File: config.mk
export PLATFORM = sky130hd
export DESIGN_NAME = tspp_mem_port_arbiter
export DESIGN_NICKNAME = d
export VERILOG_FILES = /design/src/rtl/tspp_mem_port_arbiter.sv
export SDC_FILE = /design/constraint.sdc
export NUM_CORES = 1
export LEC_CHECK = 0
export ABC_CLOCK_PERIOD_IN_PS = 3700
export BUFFER_PORTS_ARGS = -buffer_cell sky130_fd_sc_hd__buf_2
export CAP_MARGIN = 20
export CORE_MARGIN = 4
export CORE_UTILIZATION = 43
export CTS_BUF_LIST = sky130_fd_sc_hd__clkbuf_16
export CTS_CLUSTER_DIAMETER = 120
export DETAILED_ROUTE_END_ITERATION = 16
export GPL_ROUTABILITY_DRIVEN = 0
export GPL_TIMING_DRIVEN = 0
export PLACE_DENSITY_LB_ADDON = 0.25
export RECOVER_POWER = 100
export SLEW_MARGIN = 15
export SYNTH_ARGS = -nofsm -noshare
export SYNTH_HDL_FRONTEND = slang
export SYNTH_SLANG_ARGS = --single-unit
File: constraint.sdc
create_clock -name CLK -period 3.7 [get_ports CLK]
set_input_delay 0.37 -clock CLK [delete_from_list [all_inputs] [get_ports CLK]]
set_output_delay 0.37 -clock CLK [all_outputs]
set_load 0.02 [all_outputs]
File: src/rtl/tspp_mem_port_arbiter.sv
// Memory port arbiter for the two-stage pipeline.
// Shares one bus port between instruction fetch and data access. Data has
// priority because it belongs to the older instruction. A saturating starve
// counter forces a fetch grant after IFETCH_STARVE_MAX data grants that left a
// fetch waiting. A saturating timeout counter forces completion with a fault
// when the slave holds bus_busy for too long.
module tspp_mem_port_arbiter #(
  parameter int ADDR_W            = 32,
  parameter int DATA_W            = 32,
  parameter int TIMEOUT_CYCLES    = 255,
  parameter int IFETCH_STARVE_MAX = 4
) (
  input  logic              CLK,
  input  logic              nRST,
  // instruction fetch port
  input  logic              i_ren,
  input  logic [ADDR_W-1:0] i_addr,
  output logic [DATA_W-1:0] i_rdata,
  output logic              i_busy,
  output logic              i_fault,
  // data access port
  input  logic              d_ren,
  input  logic              d_wen,
  input  logic [ADDR_W-1:0] d_addr,
  input  logic [DATA_W-1:0] d_wdata,
  input  logic [3:0]        d_byte_en,
  output logic [DATA_W-1:0] d_rdata,
  output logic              d_busy,
  output logic              d_fault,
  // memory bus
  output logic              bus_ren,
  output logic              bus_wen,
  output logic [ADDR_W-1:0] bus_addr,
  output logic [DATA_W-1:0] bus_wdata,
  output logic [3:0]        bus_byte_en,
  input  logic [DATA_W-1:0] bus_rdata,
  input  logic              bus_busy,
  input  logic              bus_error
);

  localparam int TMO_W = $clog2(TIMEOUT_CYCLES + 1);
  localparam int STV_W = $clog2(IFETCH_STARVE_MAX + 1);

  localparam logic [TMO_W-1:0] TMO_LAST = TMO_W'(TIMEOUT_CYCLES - 1);
  localparam logic [TMO_W-1:0] TMO_SAT  = TMO_W'(TIMEOUT_CYCLES);
  localparam logic [STV_W-1:0] STV_SAT  = STV_W'(IFETCH_STARVE_MAX);

  typedef enum logic [1:0] {
    IDLE  = 2'd0,
    I_ACC = 2'd1,
    D_ACC = 2'd2
  } state_t;

  state_t            state;
  state_t            state_nxt;
  logic [TMO_W-1:0]  tmo_cnt;
  logic [STV_W-1:0]  starve_cnt;

  logic              d_req;
  logic              starved;
  logic              timeout;
  logic              complete;
  logic              grant_i;
  logic              grant_d;
  logic              i_done;
  logic              d_done;
  logic              acc_fault;

  // Request decode and completion detection shared by FSM and outputs.
  always_comb begin
    d_req     = d_ren | d_wen;
    starved   = (starve_cnt == STV_SAT);
    timeout   = (tmo_cnt == TMO_LAST);
    complete  = (state != IDLE) && (!bus_busy || timeout);
    acc_fault = bus_error | timeout;
  end

  // Next-state logic: arbitration in IDLE, wait for completion in x_ACC.
  always_comb begin
    state_nxt = state;
    grant_i   = 1'b0;
    grant_d   = 1'b0;
    case (state)
      IDLE: begin
        if (i_ren && starved) begin
          grant_i   = 1'b1;
          state_nxt = I_ACC;
        end else if (d_req) begin
          grant_d   = 1'b1;
          state_nxt = D_ACC;
        end else if (i_ren) begin
          grant_i   = 1'b1;
          state_nxt = I_ACC;
        end
      end
      I_ACC, D_ACC: begin
        if (complete) begin
          state_nxt = IDLE;
        end
      end
      default: state_nxt = IDLE;
    endcase
  end

  // Requester-facing outputs; a requester that dropped its request sees no fault.
  always_comb begin
    i_done  = (state == I_ACC) && complete;
    d_done  = (state == D_ACC) && complete;
    i_busy  = i_ren & ~i_done;
    d_busy  = d_req & ~d_done;
    i_fault = i_done & i_ren & acc_fault;
    d_fault = d_done & d_req & acc_fault;
    i_rdata = bus_rdata;
    d_rdata = bus_rdata;
  end

  // State register.
  always_ff @(posedge CLK or negedge nRST) begin
    if (!nRST) begin
      state <= IDLE;
    end else begin
      state <= state_nxt;
    end
  end

  // Bus request registers: latched on grant, strobes dropped after completion.
  always_ff @(posedge CLK or negedge nRST) begin
    if (!nRST) begin
      bus_ren     <= 1'b0;
      bus_wen     <= 1'b0;
      bus_addr    <= '0;
      bus_wdata   <= '0;
      bus_byte_en <= '0;
    end else if (grant_i) begin
      bus_ren     <= 1'b1;
      bus_wen     <= 1'b0;
      bus_addr    <= i_addr;
      bus_byte_en <= '0;
    end else if (grant_d) begin
      bus_ren     <= d_ren;
      bus_wen     <= d_wen;
      bus_addr    <= d_addr;
      bus_wdata   <= d_wdata;
      bus_byte_en <= d_byte_en;
    end else if (complete) begin
      bus_ren     <= 1'b0;
      bus_wen     <= 1'b0;
    end
  end

  // Timeout counter: counts busy access cycles, cleared outside an access.
  always_ff @(posedge CLK or negedge nRST) begin
    if (!nRST) begin
      tmo_cnt <= '0;
    end else if (state == IDLE || complete) begin
      tmo_cnt <= '0;
    end else if (bus_busy && tmo_cnt != TMO_SAT) begin
      tmo_cnt <= tmo_cnt + 1'b1;
    end
  end

  // Starve counter: data grants that bypassed a waiting fetch, cleared by a fetch grant.
  always_ff @(posedge CLK or negedge nRST) begin
    if (!nRST) begin
      starve_cnt <= '0;
    end else if (grant_i) begin
      starve_cnt <= '0;
    end else if (grant_d && i_ren && !starved) begin
      starve_cnt <= starve_cnt + 1'b1;
    end
  end

endmodule

==> results.json, run 1 <==
{
  "ys_seq_elements": 83,
  "numCtsBuffers": 9,
  "synthArstFlopShare": 1.00,
  "die-area_mm2": 0.0117,
  "cts_tree": "done",
  "grt_pass1_wl_um": 20400,
  "root_buffer": "clkbuf_16",
  "whs_path_depth": 2,
  "multi_input_area_mm2": 0.00159,
  "drtPass1Iterations": 5,
  "die_h_um": 108,
  "cts_buffer_depth": 2,
  "most-common-layout-cells": "clkbuf_1 (162), buf_2 (110), dfrtp_1 (83)",
  "rrSetupSlack_ns": 0.95,
  "seq_area_frac_synth": 0.480,
  "slew_headroom": -0.458,
  "rr_worst_depth": 7,
  "total_power_mw": 4.62,
  "cts_hold_repair.buffers": 0,
  "period_minus_slack_ns": 2.75,
  "setup_violations": 0,
  "status": "finished with violations",
  "cts_resized": 0,
  "critPathMaxFanout": 10,
  "core_mm2": 0.00977,
  "hold_path_class": "in -> reg",
  "syn_area_mm2": 0.00433,
  "post_drt_wl_per_cell_um": 15.8,
  "p_per_area_mw_per_mm2": 785,
  "synth.largest_area_cell": "dfrtp_1",
  "antenna_left": 0,
  "avgSynthCellArea_um2": 10.1,
  "clkSinkCount": 83,
  "p_leak_nw": 2.66,
  "overflow": 0,
  "viasPerCell": 5.11,
  "portBuffers": 244,
  "worst-setup-path-type": "reg -> reg",
  "fillers": 906,
  "cp.required_ns": 3.92,
  "min_period_over_period": 0.743,
  "fmax_ghz": 0.364,
  "rows": 36,
  "rsz0062_at_grt": "false",
  "clk_pin_slew_ns": 0.06,
  "synth-edff-count": 0,
  "num_antenna_cells": 0,
  "layout_commonest_cell": "clkbuf_1",
  "min_to": "bus_byte_en[1]$_DFFE_PN0P_",
  "end_kind": "flip-flop",
  "crit_arrival_ns": 2.97,
  "wl_um": 13100,
  "drt-initial-drc-count": 255,
  "initial_core_util": 0.443,
  "fp.dieW_um": 108,
  "drive_gt1_frac": 0.324,
  "critPathLaunchType": "flip-flop",
  "worstMarginPinSlew_ns": 2.19,
  "post_cts_buffers": 0,
  "area_delta_synth_final_pct": 36.0,
  "drv_cap": 1,
  "grt.total_usage": 0.219,
  "boundaryPins": 277,
  "syn_nets": 576,
  "violations": "capacitance limit, slew limit",
  "skew_ns": 0.00565,
  "holdWs_ns": 0.245,
  "finalHoldViolCount": 0,
  "route.detailed.drc": 0,
  "netlist_top_cells_area": "dfrtp_1 (48%), buf_4 (11%), mux2_2 (8.1%), a31oi_1 (5.2%), nand3_1 (4.5%)",
  "dp_hpwl_um": 10200,
  "r2r-end": "bus_wdata[22]$_DFFE_PN0P_",
  "final_max_slew_viol_count": 37,
  "min_from": "d_byte_en[1]",
  "peakVddDrop_mv": 0.319,
  "r2r-start": "state[0]$_DFFE_PN0P_",
  "regArea_mm2": 0.00208,
  "grt_max_degree": 48,
  "synth_top_cell_area_share": 0.480,
  "ys_types": 39,
  "synth_cells": 430,
  "tns_ns": 0,
  "insertion_delay_ns": 0.34,
  "ys.flop_type": "dfrtp_1",
  "vias": 4213,
  "grt_pass1_vias": 4214,
  "ys.warnings.count": 0,
  "antenna_found_initial": 0,
  "htree_levels": 3,
  "nets": 832
}
## worst max-delay path, stage by stage (launching register included)
cell	delay [ns]
dfrtp_1	0.42
inv_1	0.10
ha_1	0.14
clkbuf_1	0.34
inv_1	0.27
nor3_4	0.48
clkbuf_1	0.48
mux2_2	0.40
## sequential cells by signal, summed over array words and instances, names as in the netlist
| register | count |
|---|---|
| bus_addr | 32 |
| bus_wdata | 32 |
| tmo_cnt | 8 |
| bus_byte_en | 4 |
| starve_cnt | 3 |
| state | 2 |
| bus_ren | 1 |
| bus_wen | 1 |
## synthesized netlist by cell type, drive strengths merged (6+ instances only)
cell    count
a31oi      36
buf        78
clkbuf     16
dfrtp      83
ha          7
inv         9
mux2       32
nand2       6
nand3      39
nor2       37
nor3        7
o211ai      6
o21ai      37
## power breakdown
group / total [mW] / internal, mW / switching, mW / leakage, nW
clock: 1.02 / 0.658 / 0.361 / 0.163
sequential: 1.57 / 1.33 / 0.238 / 0.983
combinational: 2.04 / 0.708 / 1.33 / 1.52
total: 4.62 / 2.70 / 1.93 / 2.66
## logic make-up after synthesis
| kind of cell | Yosys count | share of synthesized area |
|---|---|---|
| flip-flops | 83 | 0.480 |
| AND/OR/NAND/NOR | 103 | 0.117 |
| buffers and inverters | 103 | 0.153 |
| AO/OA/AOI/OAI | 102 | 0.147 |
| adder cells (fa/ha/maj) | 7 | 0.0202 |
| multiplexers | 32 | 0.0833 |
## layer usage
metal,vias up,global-route usage,wire [µm]
li1,1984,-,-
met1,1983,0.268,4920
met2,221,0.377,6650
met3,25,0.0472,1180
met4,0,0.0857,310
met5,-,0,0
## how the worst max path moves through the flow
stage,cells after the start,from,slack (ns),end
2_1_floorplan,7,state[0]$_DFFE_PN0P_,1.79,bus_wdata[10]$_DFFE_PN0P_
3_3_place_gp,7,state[0]$_DFFE_PN0P_,1.49,bus_wdata[25]$_DFFE_PN0P_
3_5_place_dp,7,state[0]$_DFFE_PN0P_,1.44,bus_wdata[22]$_DFFE_PN0P_
4_1_cts,5,tmo_cnt[4]$_DFFE_PN0P_,1.35,i_busy
5_1_grt,7,state[0]$_DFFE_PN0P_,0.75,bus_wdata[22]$_DFFE_PN0P_
6_report,7,state[0]$_DFFE_PN0P_,0.95,bus_wdata[22]$_DFFE_PN0P_
## per-stage QoR
stage / setup slack [ns] / instances / area (µm²) / utilization
6_report: 0.950 / 824 / 5890 / 0.602
5_1_grt: 0.747 / 824 / 5890 / 0.602
4_1_cts: 1.35 / 824 / 6090 / 0.623
3_5_place_dp: 1.44 / 808 / 5750 / 0.588
3_3_place_gp: 1.49 / 807 / 5720 / 0.585
2_1_floorplan: 1.79 / 430 / 4330 / -
## final cells by class
cell class,instances,share of cell area
buffer,94,0.102
clock inverter,7,0.0200
tap,133,0.0283
clock buffer,9,0.0383
timing repair buffer,245,0.183
inverter,9,0.00574
multi-input combinational,244,0.270
sequential,83,0.353
No activity file was read; power rests on OpenSTA's default activity.
==> run 2, diff against run 1 <==
- ABC_CLOCK_PERIOD_IN_PS: 3700 -> 2700
- clock period: 3.7 -> 2.7 ns (I/O delays scaled with it)
==> results.json, run 2 (synthesized netlist as in run 1, its figures left out) <==
{
  "num_antenna_cells": 0,
  "dp_hpwl_um": 10200,
  "core_mm2": 0.00977,
  "cts_tree": "done",
  "area_delta_synth_final_pct": 36.5,
  "worst_path_most_repeated_cell": "inv_1",
  "root_buffer": "clkbuf_16",
  "peakVddDrop_mv": 0.437,
  "crit_arrival_ns": 2.62,
  "skew_ns": 0.00718,
  "slew_headroom": 0.321,
  "p_per_area_mw_per_mm2": 1080,
  "cts_buffer_depth": 2,
  "crit_chain": "inv_1, ha_1, buf_2, inv_1, nor3_4, clkbuf_2, mux2_2",
  "grt_pass1_vias": 4211,
  "worst-setup-path-type": "reg -> reg",
  "finalHoldViolCount": 0,
  "multi_input_area_mm2": 0.00159,
  "regArea_mm2": 0.00208,
  "status": "complete, no violations",
  "wl_um": 13200,
  "cts_resized": 0,
  "p_leak_nw": 2.68,
  "setup_violations": 0,
  "period_minus_slack_ns": 2.40,
  "vias": 4217,
  "crit_buf_inv": 4,
  "layout_commonest_cell": "clkbuf_1",
  "grt_pass1_wl_um": 20500,
  "reg.largest.list": "bus_addr (32), bus_wdata (32), tmo_cnt (8)",
  "drive_gt1_frac": 0.329,
  "crit_family": "buffers and inverters",
  "drt-initial-drc-count": 271,
  "final_max_slew_viol_count": 0,
  "htree_levels": 3,
  "overflow": 0,
  "numCtsBuffers": 9,
  "die-area_mm2": 0.0117,
  "nets": 833,
  "die_h_um": 108,
  "rows": 36,
  "critical_path.max_stage_delay_ns": 0.50,
  "drtPass1Iterations": 4,
  "utilization": 0.604,
  "tns_ns": 0,
  "fmax_ghz": 0.417,
  "boundaryPins": 277,
  "insertion_delay_ns": 0.34,
  "critPathLaunchType": "flip-flop",
  "portBuffers": 244,
  "drv_cap": 0,
  "end_kind": "flip-flop",
  "fp.dieW_um": 108,
  "worstMarginPinSlew_ns": 1.02,
  "most-common-layout-cells": "clkbuf_1 (158), buf_2 (110), dfrtp_1 (83)",
  "critPathMaxFanout": 10,
  "rsz0062_at_grt": "false",
  "hold_path_class": "in -> reg",
  "post_drt_wl_per_cell_um": 15.9,
  "clkSinkCount": 83,
  "slowest_stage": "nor3_4",
  "grt.total_usage": 0.220,
  "clk_pin_slew_ns": 0.06,
  "fillers": 904,
  "antenna_left": 0,
  "grt_max_degree": 48,
  "antenna_found_initial": 0,
  "cp.required_ns": 2.92,
  "route.detailed.drc": 0,
  "min_period_over_period": 0.889,
  "viasPerCell": 5.11,
  "initial_core_util": 0.443
}
==> run 2: metrics by stage <==
| step | hold WS, ns | total power [mW] | cells | cell area (µm²) | setup slack [ns] |
|---|---|---|---|---|---|
| 3_5_place_dp | 0.286 | 5.18 | 808 | 5750 | 0.444 |
| 3_3_place_gp | 0.468 | 5.07 | 807 | 5720 | 0.492 |
| 6_report | 0.144 | 6.36 | 825 | 5910 | 0.300 |
| 2_1_floorplan | -0.0256 | 4.10 | 430 | 4330 | 0.789 |
| 5_1_grt | 0.149 | 6.80 | 825 | 5910 | 0.130 |
| 4_1_cts | 0.138 | 6.59 | 825 | 6100 | 0.429 |
==> run 2: final cells by class <==
class,count,area share
multi-input combinational,244,0.269
clock buffer,9,0.0381
inverter,9,0.00572
timing repair buffer,246,0.184
buffer,94,0.104
tap,133,0.0282
sequential,83,0.352
clock inverter,7,0.0199
==> run 2: where the power goes <==
| part | switching (mW) | internal [mW] |
|---|---|---|
| sequential | 0.325 | 1.82 |
| clock | 0.498 | 0.901 |
| combinational | 1.83 | 0.987 |
| total | 2.65 | 3.71 |
==> run 2: repair_timing <==
action	4_1_cts	5_1_grt
endpoints found under the setup margin	0	0
hold buffers	1	0
hold endpoints to repair	36	0
setup buffers	0	0
==> run 2: path summary, 6_finish.rpt <==
check                      cells after the start  slack (ns)                      start                    endpoint
max                                            7        0.30       state[0]$_DFFE_PN0P_   bus_wdata[22]$_DFFE_PN0P_
min                                            2        0.14               d_byte_en[1]  bus_byte_en[1]$_DFFE_PN0P_
max reg2reg                                    7        0.30       state[0]$_DFFE_PN0P_   bus_wdata[22]$_DFFE_PN0P_
min reg2reg                                    1        0.50  bus_wdata[28]$_DFFE_PN0P_   bus_wdata[28]$_DFFE_PN0P_
max in group asynchronous                      3        1.26                       nRST   bus_wdata[31]$_DFFE_PN0P_
min in group asynchronous                      2        0.68                       nRST    bus_addr[12]$_DFFE_PN0P_
==> run 2: layer usage <==
layer	vias to the layer above	GRT usage	wire length, µm
li1	1987	-	-
met1	1994	0.268	4960
met2	212	0.380	6700
met3	24	0.0484	1190
met4	0	0.0848	297
met5	-	0	0
==> run 3, diff against run 2 <==
- CELL_PAD_IN_SITES_DETAIL_PLACEMENT: default -> 2
- CELL_PAD_IN_SITES_GLOBAL_PLACEMENT: default -> 2
- CORE_UTILIZATION: 43 -> 23
- PLACE_DENSITY_LB_ADDON: 0.25 -> 0.1
==> results.json, run 3 (synthesized netlist as in run 1, its figures left out) <==
{
  "p_leak_nw": 2.66,
  "clkSinkCount": 83,
  "cp.required_ns": 2.43,
  "htree_levels": 3,
  "overflow": 0,
  "portBuffers": 244,
  "clk_pin_slew_ns": 0.07,
  "reg.largest.list": "bus_addr (32), bus_wdata (32), tmo_cnt (8)",
  "p_per_area_mw_per_mm2": 1050,
  "die_h_um": 145,
  "fillers": 2125,
  "worst_slack_ns": 0.280,
  "rrSetupSlack_ns": 0.30,
  "rsz0062_at_grt": "false",
  "initial_core_util": 0.238,
  "crit_arrival_ns": 2.15,
  "viasPerCell": 4.60,
  "end_kind": "output port",
  "final_cell_count_no_fill": 922,
  "setup_violations": 0,
  "wl_um": 16300,
  "cts_buffer_depth": 2,
  "root_buffer": "clkbuf_16",
  "antenna_left": 0,
  "drive_gt1_frac": 0.331,
  "multi_input_area_mm2": 0.00159,
  "fp.dieW_um": 145,
  "tns_ns": 0,
  "grt_pass1_wl_um": 26100,
  "antenna_found_initial": 2,
  "dp_hpwl_um": 12900,
  "peakVddDrop_mv": 0.253,
  "numCtsBuffers": 9,
  "drtPass1Iterations": 4,
  "critPathMaxFanout": 10,
  "cts_tree": "done",
  "post_drt_wl_per_cell_um": 17.7,
  "boundaryPins": 277,
  "rows": 49,
  "nets": 833,
  "insertion_delay_ns": 0.35,
  "slew_headroom": 0.330,
  "vias": 4245,
  "layout_commonest_cell": "clkbuf_1",
  "min_period_over_period": 0.896,
  "fmax_ghz": 0.413,
  "worst-setup-path-type": "reg -> out",
  "placed_cells": 904,
  "finalHoldViolCount": 0,
  "most-common-layout-cells": "clkbuf_1 (158), buf_2 (110), dfrtp_1 (83)",
  "die-area_mm2": 0.0211,
  "skew_ns": 0.00884,
  "period_minus_slack_ns": 2.42,
  "regArea_mm2": 0.00208,
  "grt_max_degree": 47,
  "final_max_slew_viol_count": 0,
  "grt.total_usage": 0.153,
  "grt_pass1_vias": 4812,
  "critPathLaunchType": "flip-flop",
  "pre_cts_ws_ns": 0.411,
  "core_mm2": 0.0182,
  "drv_cap": 0,
  "area_delta_synth_final_pct": 38.4,
  "hold_path_class": "in -> reg",
  "cts_resized": 0,
  "worstMarginPinSlew_ns": 1.01,
  "drt-initial-drc-count": 105,
  "status": "complete, no violations",
  "route.detailed.drc": 0
}
[run 3: changes by cell type in the layout (fill, tap and decap cells not counted)]
cell | previous run | this run
inv_1 | 10 | 9
bufinv_16 | 3 | 1
clkinvlp_4 | 2 | 3
inv_6 | 0 | 2
diode_2 | 0 | 1
clkinv_2 | 0 | 1
clkinv_4 | 1 | 0
[run 3: metal layers]
metal  routed length, µm  share of wire  track usage
met2                8230           0.50        0.273
met3                1240          0.076       0.0477
met1                6600           0.40        0.172
met5                   7        0.00043            0
met4                 270          0.017       0.0527
[run 3: critical path: stages, from the launching register on]
cell	delay, ns
dfrtp_1	0.32
buf_2	0.19
nand4_1	0.40
o21ai_0	0.50
a21boi_0	0.18
clkbuf_1	0.21
[run 3: path summary, 6_finish.rpt]
check,start,end,cells past startpoint
min in group asynchronous,nRST,bus_wdata[12]$_DFFE_PN0P_,2
worst max register to register,state[0]$_DFFE_PN0P_,bus_wdata[24]$_DFFE_PN0P_,7
worst min register to register,bus_wdata[28]$_DFFE_PN0P_,bus_wdata[28]$_DFFE_PN0P_,1
max in group asynchronous,nRST,bus_addr[13]$_DFFE_PN0P_,3
worst min-delay path,d_wdata[28],bus_wdata[28]$_DFFE_PN0P_,2
worst max-delay path,tmo_cnt[4]$_DFFE_PN0P_,i_busy,5
[run 3: layout make-up]
type,count,area share
Inverter,9,0.00564
Clock inverter,7,0.0125
Tap cell,229,0.0478
Clock buffer,9,0.0376
Antenna cell,1,0.000418
Multi-Input combinational cell,244,0.265
Timing Repair Buffer,246,0.181
Buffer,94,0.102
Sequential cell,83,0.347
[run 3: power breakdown]
part | switching (mW) | internal [mW]
Combinational | 1.89 | 0.987
Clock | 0.545 | 0.722
Sequential | 0.332 | 1.82
[run 3: repair_timing]
item,in CTS,in global routing
hold buffers,1,0
buffers inserted,0,0
endpoints found under the hold margin,37,0
[run 3: stage by stage]
stage               hold WS (ns)  power, mW  cell area (µm²)  utilization
floorplan                -0.0256       4.10             4330            -
global placement           0.471       5.18             5840        0.320
detailed placement         0.283       5.30             5870        0.322
CTS                        0.130       6.61             6180        0.339
global route               0.137       6.78             5990        0.329
finish                     0.145       6.30             5990        0.329
